$ cat src/rtl/viterbi_stream_decoder.sv
// ----------------------------------------------------------------------------
// viterbi_stream_decoder
//
// Hard-decision Viterbi decoder for rate-1/R convolutional codes with
// constraint length K. A block of L received symbols is accepted over a
// valid/ready stream. Each accepted symbol triggers one add-compare-select
// step across all 2^(K-1) trellis states. The decoder then traces back L
// steps through register-based survivor memory. Finally it presents the
// decoded block together with the path metric of the traceback start state.
//
// Ports:
//   clk        - clock
//   rst        - asynchronous active-low reset
//   sync_clr   - synchronous abort; returns to symbol acceptance with
//                freshly initialised metrics and cleared outputs
//   sym_in     - received code bits, sym_in[j] pairs with generator j
//   sym_valid  - sym_in valid
//   sym_ready  - decoder is accepting symbols
//   msg_out    - decoded bits, first received symbol's bit in msg_out[L-1]
//   metric_out - path metric of the traceback start state
//   out_valid  - msg_out/metric_out valid
//   out_ready  - consumer accepts the decoded block
// ----------------------------------------------------------------------------
module viterbi_stream_decoder #(
   parameter int             R    = 2,
   parameter int             K    = 3,
   parameter logic [R*K-1:0] G    = {3'b101, 3'b111},
   parameter int             L    = 5,
   parameter int             PMW  = 8,
   parameter bit             TERM = 1'b0
) (
   input  logic           clk,
   input  logic           rst,
   input  logic           sync_clr,
   input  logic [R-1:0]   sym_in,
   input  logic           sym_valid,
   output logic           sym_ready,
   output logic [L-1:0]   msg_out,
   output logic [PMW-1:0] metric_out,
   output logic           out_valid,
   input  logic           out_ready
);

   localparam int SW  = K - 1;
   localparam int NS  = 1 << SW;
   localparam int TW  = (L > 1) ? $clog2(L) : 1;
   localparam int BMW = $clog2(R + 1);
   localparam logic [TW-1:0] T_LAST = TW'(L - 1);

   typedef enum logic [1:0] {
      ST_ACCEPT,
      ST_TRACE,
      ST_DONE
   } state_t;

   state_t          state_q;
   state_t          state_d;
   logic [TW-1:0]   t_q;
   logic [SW-1:0]   tb_state_q;
   logic [PMW-1:0]  pm_q    [NS];
   logic [PMW-1:0]  pm_next [NS];
   logic [NS-1:0]   dec_q   [L];
   logic [NS-1:0]   dec_next;
   logic [SW-1:0]   ns_v;
   logic [SW-1:0]   p0_v;
   logic [SW-1:0]   p1_v;
   logic [PMW-1:0]  cand0;
   logic [PMW-1:0]  cand1;
   logic [SW-1:0]   best_idx;
   logic [PMW-1:0]  best_pm;
   logic [SW-1:0]   cur_state;

   // Expected encoder output for a full encoder register {input, state}.
   function automatic logic [R-1:0] code_bits(input logic [K-1:0] reg_val);
      logic [R-1:0] c;
      for (int j = 0; j < R; j++) begin
         c[j] = ^(reg_val & G[j*K +: K]);
      end
      return c;
   endfunction

   // Number of set bits in a received-vs-expected difference word.
   function automatic logic [BMW-1:0] hamming(input logic [R-1:0] x);
      logic [BMW-1:0] n;
      n = '0;
      for (int j = 0; j < R; j++) begin
         n = n + BMW'(x[j]);
      end
      return n;
   endfunction

   // Metric addition that sticks at all-ones so unreachable states stay worst.
   function automatic logic [PMW-1:0] sat_add(input logic [PMW-1:0] a,
                                              input logic [BMW-1:0] b);
      logic [PMW:0] s;
      s = {1'b0, a} + {{(PMW + 1 - BMW){1'b0}}, b};
      return s[PMW] ? '1 : s[PMW-1:0];
   endfunction

   // Add-compare-select for every next state. The two predecessors differ
   // only in their oldest bit. A tie keeps the predecessor whose oldest bit is 0.
   always_comb begin
      for (int i = 0; i < NS; i++) begin
         pm_next[i] = '0;
      end
      dec_next = '0;
      ns_v     = '0;
      p0_v     = '0;
      p1_v     = '0;
      cand0    = '0;
      cand1    = '0;
      for (int i = 0; i < NS; i++) begin
         ns_v  = SW'(i);
         p0_v  = {ns_v[SW-2:0], 1'b0};
         p1_v  = {ns_v[SW-2:0], 1'b1};
         cand0 = sat_add(pm_q[p0_v], hamming(sym_in ^ code_bits({ns_v[SW-1], p0_v})));
         cand1 = sat_add(pm_q[p1_v], hamming(sym_in ^ code_bits({ns_v[SW-1], p1_v})));
         if (cand1 < cand0) begin
            pm_next[i]  = cand1;
            dec_next[i] = 1'b1;
         end else begin
            pm_next[i]  = cand0;
         end
      end
   end

   // Traceback start state: state 0 for a terminated trellis, otherwise
   // the lowest-index state holding the smallest metric.
   always_comb begin
      best_idx = '0;
      best_pm  = pm_q[0];
      if (TERM == 1'b0) begin
         for (int i = 1; i < NS; i++) begin
            if (pm_q[i] < best_pm) begin
               best_pm  = pm_q[i];
               best_idx = SW'(i);
            end
         end
      end
   end

   // The first traceback cycle starts from the selected state. Later
   // cycles follow the registered traceback state.
   always_comb begin
      cur_state = (t_q == T_LAST) ? best_idx : tb_state_q;
   end

   // FSM state register.
   always_ff @(posedge clk or negedge rst) begin
      if (!rst) begin
         state_q <= ST_ACCEPT;
      end else begin
         state_q <= state_d;
      end
   end

   // Next-state logic and handshake outputs. The handshake outputs come
   // straight from the state. sync_clr overrides every transition.
   always_comb begin
      state_d   = state_q;
      sym_ready = 1'b0;
      out_valid = 1'b0;
      case (state_q)
         ST_ACCEPT: begin
            sym_ready = 1'b1;
            if (sym_valid && (t_q == T_LAST)) begin
               state_d = ST_TRACE;
            end
         end
         ST_TRACE: begin
            if (t_q == '0) begin
               state_d = ST_DONE;
            end
         end
         ST_DONE: begin
            out_valid = 1'b1;
            if (out_ready) begin
               state_d = ST_ACCEPT;
            end
         end
         default: begin
            state_d = ST_ACCEPT;
         end
      endcase
      if (sync_clr) begin
         state_d = ST_ACCEPT;
      end
   end

   // Datapath: metrics, survivor decisions, step counter and traceback.
   // The step counter stays at L-1 after the last accepted symbol, so the
   // traceback counts down from there without reloading.
   always_ff @(posedge clk or negedge rst) begin
      if (!rst) begin
         t_q        <= '0;
         tb_state_q <= '0;
         msg_out    <= '0;
         metric_out <= '0;
         for (int i = 0; i < NS; i++) begin
            pm_q[i] <= '1;
         end
         pm_q[0] <= '0;
         for (int i = 0; i < L; i++) begin
            dec_q[i] <= '0;
         end
      end else if (sync_clr) begin
         t_q        <= '0;
         msg_out    <= '0;
         metric_out <= '0;
         for (int i = 0; i < NS; i++) begin
            pm_q[i] <= '1;
         end
         pm_q[0] <= '0;
      end else begin
         case (state_q)
            ST_ACCEPT: begin
               if (sym_valid) begin
                  for (int i = 0; i < NS; i++) begin
                     pm_q[i] <= pm_next[i];
                  end
                  dec_q[t_q] <= dec_next;
                  if (t_q != T_LAST) begin
                     t_q <= t_q + 1'b1;
                  end
               end
            end
            ST_TRACE: begin
               msg_out[T_LAST - t_q] <= cur_state[SW-1];
               tb_state_q            <= {cur_state[SW-2:0], dec_q[t_q][cur_state]};
               if (t_q == T_LAST) begin
                  metric_out <= best_pm;
               end
               if (t_q != '0) begin
                  t_q <= t_q - 1'b1;
               end
            end
            ST_DONE: begin
               if (out_ready) begin
                  t_q <= '0;
                  for (int i = 0; i < NS; i++) begin
                     pm_q[i] <= '1;
                  end
                  pm_q[0] <= '0;
               end
            end
            default: begin
               t_q <= '0;
            end
         endcase
      end
   end

endmodule

$ cat config.mk
export PLATFORM = sky130hd
export DESIGN_NAME = viterbi_stream_decoder
export DESIGN_NICKNAME = d
export VERILOG_FILES = /design/src/rtl/viterbi_stream_decoder.sv
export SDC_FILE = /design/constraint.sdc
export NUM_CORES = 1
export LEC_CHECK = 0
export CORE_UTILIZATION = 50
export CTS_BUF_LIST = sky130_fd_sc_hd__clkbuf_16
export DETAILED_ROUTE_END_ITERATION = 10
export PLACE_DENSITY = 0.69
export SYNTH_ARGS = -nofsm -noshare
export SYNTH_HDL_FRONTEND = slang
export SYNTH_SLANG_ARGS = --single-unit
$ cat constraint.sdc
create_clock -name clk -period 8 [get_ports clk]
set_clock_uncertainty 0.1 [all_clocks]
set_input_delay 2.4 -clock clk [delete_from_list [all_inputs] [get_ports clk]]
set_output_delay 2.4 -clock clk [all_outputs]
set_load 0.1 [all_outputs]
After elaboration in Yosys (flattened, before gate mapping) --
Cells that the tools add are included.
Word-level totals: output and inout bits 15, logic and storage cells 127, register bits 72, input bits 7
Operators by class: add/sub/neg operators 15, bitwise logic cells 5, equality and inequality tests 10, mux-type cells 56, reduce and logical (&&, ||, !) cells 15, order comparisons 12
Operator list (number):
- $mux W8 | 18
- $mux W32 | 3
- $add A8 B2 Y9 | 8
- $pmux W32 S2 | 1
- $lt A8 B8 Y1 | 7
- $ne A3 B3 Y1 const B | 7
- $bwmux W20 | 1
- $mux W3 | 5
- $mux W2 | 7
- $bmux W4 S3 | 1
- $demux W4 S3 | 1
- $mux W4 | 3
- $mux W5 | 2
- $mux W1 | 9
- $pmux W3 S3 | 1
- $reduce_and A3 Y1 | 3
- $add A1 B1 Y2 | 4
- $pmux W2 S3 | 1
- $reduce_bool A3 Y1 | 2
- $bwmux W5 | 1
- $ge A4 B4 Y1 const B | 1
- $lt A3 B4 Y1 const B | 1
- $lt A4 B1 Y1 const B | 1
- $not A3 Y4 | 1
- 18 further kinds | 24

Longest topological paths before layout --
word-level depth 10, gate-level depth with buffers 28, gate-level depth less buffers 25

Least setup slack after synthesis --
Ideal clock, no wire load.
path type reg2reg, start register pm_q[25] in the netlist's numbering, end register tb_state_q[0], slack 2.170 ns, stages on the path, launching flop included 27, buffers on the path 2, library setup time 0.068 ns, data required time 7.832 ns, arrival time 5.661 ns, clock period less this slack 5.830 ns, cells stage by stage dfrtp_1 > inv_1 > ha_1 > a2111o_1 > a31oi_4 > buf_2 > nor2_1 > a21oi_1 > ha_1 > a21oi_1 > o211ai_1 > or2_1 > o32ai_4 > nor2_2 > clkbuf_1 > nand2_1 > o21ai_0 > ha_1 > a211oi_1 > nor2_1 > nor3_1 > or3b_2 > o31ai_4 > a21oi_2 > mux2i_1 > a211o_1 > nand3_1
On the way: word-level cells in the longest chain between the ends 9, elaborated cells on any way between the ends 11, classes of those cells 3 x order compare; 8 x mux
RTL lines:
- start, declared | line 60 | logic [PMW-1:0] pm_q [NS];
- start signal, assigned by index | line 219 | pm_q[i] <= pm_next[i];
- $lt A8 B8 Y1 | line 134 | if (pm_q[i] < best_pm) begin
- $mux W8 | line 134
- $lt A8 B8 Y1 | line 134
- $mux W8 | line 134
- $lt A8 B8 Y1 | line 134
- $mux W2 (*) | line 134
- $mux W2 (*) | line 145 | cur_state = (t_q == T_LAST) ? best_idx : tb_state_q;
- $bmux W1 S2 (*) | line 229 | tb_state_q <= {cur_state[SW-2:0], dec_q[t_q][cur_state]};
- $mux W1 (not written as such) (*) | line 229
- end signal, assigned | line 229
- end, declared | line 59 | logic [SW-1:0] tb_state_q;
Mark *: on every way between the ends. The rest lies on a longest branch, timed or not. The select of a mux whose other input is x is not followed. A chain may end at the register's enable or synchronous reset.

Worst setup path in the final report --
Same ends and word-level chain as after synthesis.

==> impl_results.md <==
- WHS: 0.3822 ns
- CTS tree: done
- Netlist Area Pre-Place: about 6400 um^2
- CP max FO: 20
- Synth Area per Inst: 8.079 um^2
- Share of cells above drive strength 1: around 8.3%
- Number of antenna violations at the first check in global routing: 0
- WP data arrival: ~7 ns
- GRT Total Usage: 27.31%
- Min setup slack post-route: approximately 1.2 ns
- Routed wire length: between 15 and 20 mm
- Die Footprint: ~13000 um^2
- CTS Hold Bufs: 0
- Synth area leader: dfrtp_1
- Initial DRT Pass Iterations: 7
- DP Wirelength: approximately 13 mm
- WL/cell: around 17 um
- Top-area cell type share of the netlist area: a little under a fifth
- Starting Density: 51.23%
- Clock Latency Late Sink: between 0.3 and 0.4 ns
- Die Wd: 115.5 um
- Register area share after synthesis: roughly 28%
- Core Footprint: between 10000 and 15000 um^2
- RSZ-0062 raised after global routing: false
- Crit. End Element: flip-flop
- Async set or reset register ratio after synthesis: 100.0%
- Global-route wire length before repair: 27.97 mm
- Area contributors post-synth: dfrtp_1, ha_1, dfstp_2
- Most frequent cell after synthesis: nor2_1
- Fillers: 1190
- Worst slew pin tran: about 1.2 ns
- Synth Instances: roughly 800
- Diodes inserted: 0
- Layout Nets: ~900
- Core Rows: slightly above 40
- Worst setup SP type: flip-flop
- IO Count: 22
- Die Ht: about 120 um
- CP Class: reg -> reg
- Clock Pin Slew Worst Setup and Hold Paths: 0.06 ns
- Area growth syn-to-layout: 9.541%
- Setup WS pre-CTS: 1.218 ns
- Vias/cell: 6.004
- Seq cells post-synth: ~70
- Status: finished clean
- Vias in the first global route: about 5800
- Vias: 5830
- Max Fclk: 0.1473 GHz
- Final Cycle Share: a little over four fifths
- Synth warnings: 0
- Synth top cells by count: nor2_1, nand2_1, ha_1
- Post_cts resized: 0
- CTS buffer count: 9
- Post-DRT Antenna Nets: 0
- Number of synthesized flops with an enable pin: 0
- Final hold violations: 0
- Endpoints failing setup: 0
- First-iteration detailed-routing DRC count: 392
- Hold WC Path Type: reg -> reg
- Drt drc: 0
- Max Root-Sink Buffers: 2
- Final setup TNS: 0 ns
- Total gr overflow: 0
- Port Buffer Count: 21
- Max_slew headroom: between 15 and 20%
- RD Place Congestion: about 0.9
- Final Util: 56.12%
- Fin. max-slew vios: 0
- Worst EP required: roughly 8 ns
- Post-synth top flop: dfrtp_1
- H-tree levels: 3
- Post-synth cell types: 61
- Min Tclk post-route: between 6 and 7 ns
- Pin count of the biggest net entering global routing: 73
- Root buf cell: clkbuf_16
- Max Cap Violations: 0
- CTS Sinks: just over 70
- Post-CTS Setup Bufs: 0
- Syn Nets: a little under 900
-- layer usage --
| metal | GRT usage [%] | wire length (um) |
|---|---|---|
| met1 | 34.66 | 7683 |
| met2 | 46.59 | 8255 |
| met3 | 4.393 | 655 |
| met4 | 10.65 | 319 |
| met5 | 0 | 0 |
-- cells in the final DEF, fill, tap and decap left out, drive strengths merged, types with 4 or more instances in the layout --
cell type / count
xor2: 11
and2: 6
o21a: 13
nand3b: 4
clkdlybuf4s50: 20
buf: 10
nor2b: 5
a31oi: 9
nand2: 87
xnor2: 10
and3: 11
o21ai: 66
a21oi: 49
mux2i: 15
nand2b: 9
o31a: 4
o31ai: 5
a211oi: 7
or3: 20
nand3: 25
nor3: 40
dfrtp: 48
dfstp: 24
a311oi: 15
fa: 9
nand4: 10
nor4: 7
nor2: 96
a21o: 9
clkbuf: 9
o32ai: 6
or2: 4
inv: 39
ha: 68
-- sequential cells by signal (all words and copies together) (netlist names) --
signal and count:
dec_q 20, pm_q 32, t_q 3, state_q 2, msg_out 5, tb_state_q 2, metric_out 8
-- worst max-delay path, stage by stage, from the launching register on --
cell and delay [ns]:
dfrtp_1 0.40, inv_1 0.22, ha_1 0.28, a2111o_1 0.44, a31oi_4 0.49, nor2_1 0.07
a21oi_1 0.22, ha_1 0.28, a211oi_1 0.25, o211ai_1 0.23, or2_1 0.30, o32ai_4 0.32
nor2_2 0.22, o21ai_0 0.30, ha_1 0.31, a211oi_1 0.25, nor2_1 0.07, nor3_1 0.25
or3b_2 0.52, o31ai_4 0.60, a21oi_2 0.09, mux2i_1 0.15, a211o_1 0.30, nand3_1 0.08
-- path summary, 6_finish.rpt --
kind | from | endpoint | slack, ns | depth (start not counted)
worst max-delay path | pm_q[25] | tb_state_q[0] | 1.21 | 23
worst min-delay path | dec_q[3] | dec_q[3] | 0.38 | 2
worst max register to register | pm_q[25] | tb_state_q[0] | 1.21 | 23
worst min register to register | dec_q[3] | dec_q[3] | 0.38 | 2
max in group asynchronous | rst | pm_q[26] | 5.12 | 1
min in group asynchronous | rst | metric_out[3] | 2.08 | 1
-- cells by family (layout without fill, tap and decap cells) --
family                   count (synthesis)  in the layout  share of synthesized area [%]
AO/OA/AOI/OAI                          199            199                          20.27
flip-flops                              72             72                          28.45
adder cells (fa/ha/maj)                 77             77                          16.01
XOR/XNOR                                21             21                          2.856
AND/OR/NAND/NOR                        328            328                          23.75
buffers and inverters                   80             82                          4.936
multiplexers                            20             20                          3.731
-- area by class of cell --
cell class | instances | area, um^2 | share of cell area (%)
clock buffer | 9 | 225.2 | 3.193
multi-input combinational | 645 | 4294 | 60.88
inverter | 36 | 135.1 | 1.916
clock inverter | 7 | 76.32 | 1.082
tap | 172 | 215.2 | 3.051
sequential | 72 | 1832 | 25.97
timing repair buffer | 30 | 275.3 | 3.903
-- per-stage QoR --
step	cells	instance area, um^2
2_1_floorplan	797	6439
3_3_place_gp	955	6751
3_5_place_dp	955	6751
4_1_cts	971	7053
5_1_grt	971	7053
6_report	971	7053
Power is not shown: default switching activity piles up to over one toggle a cycle in this logic, so the estimate is an artifact.
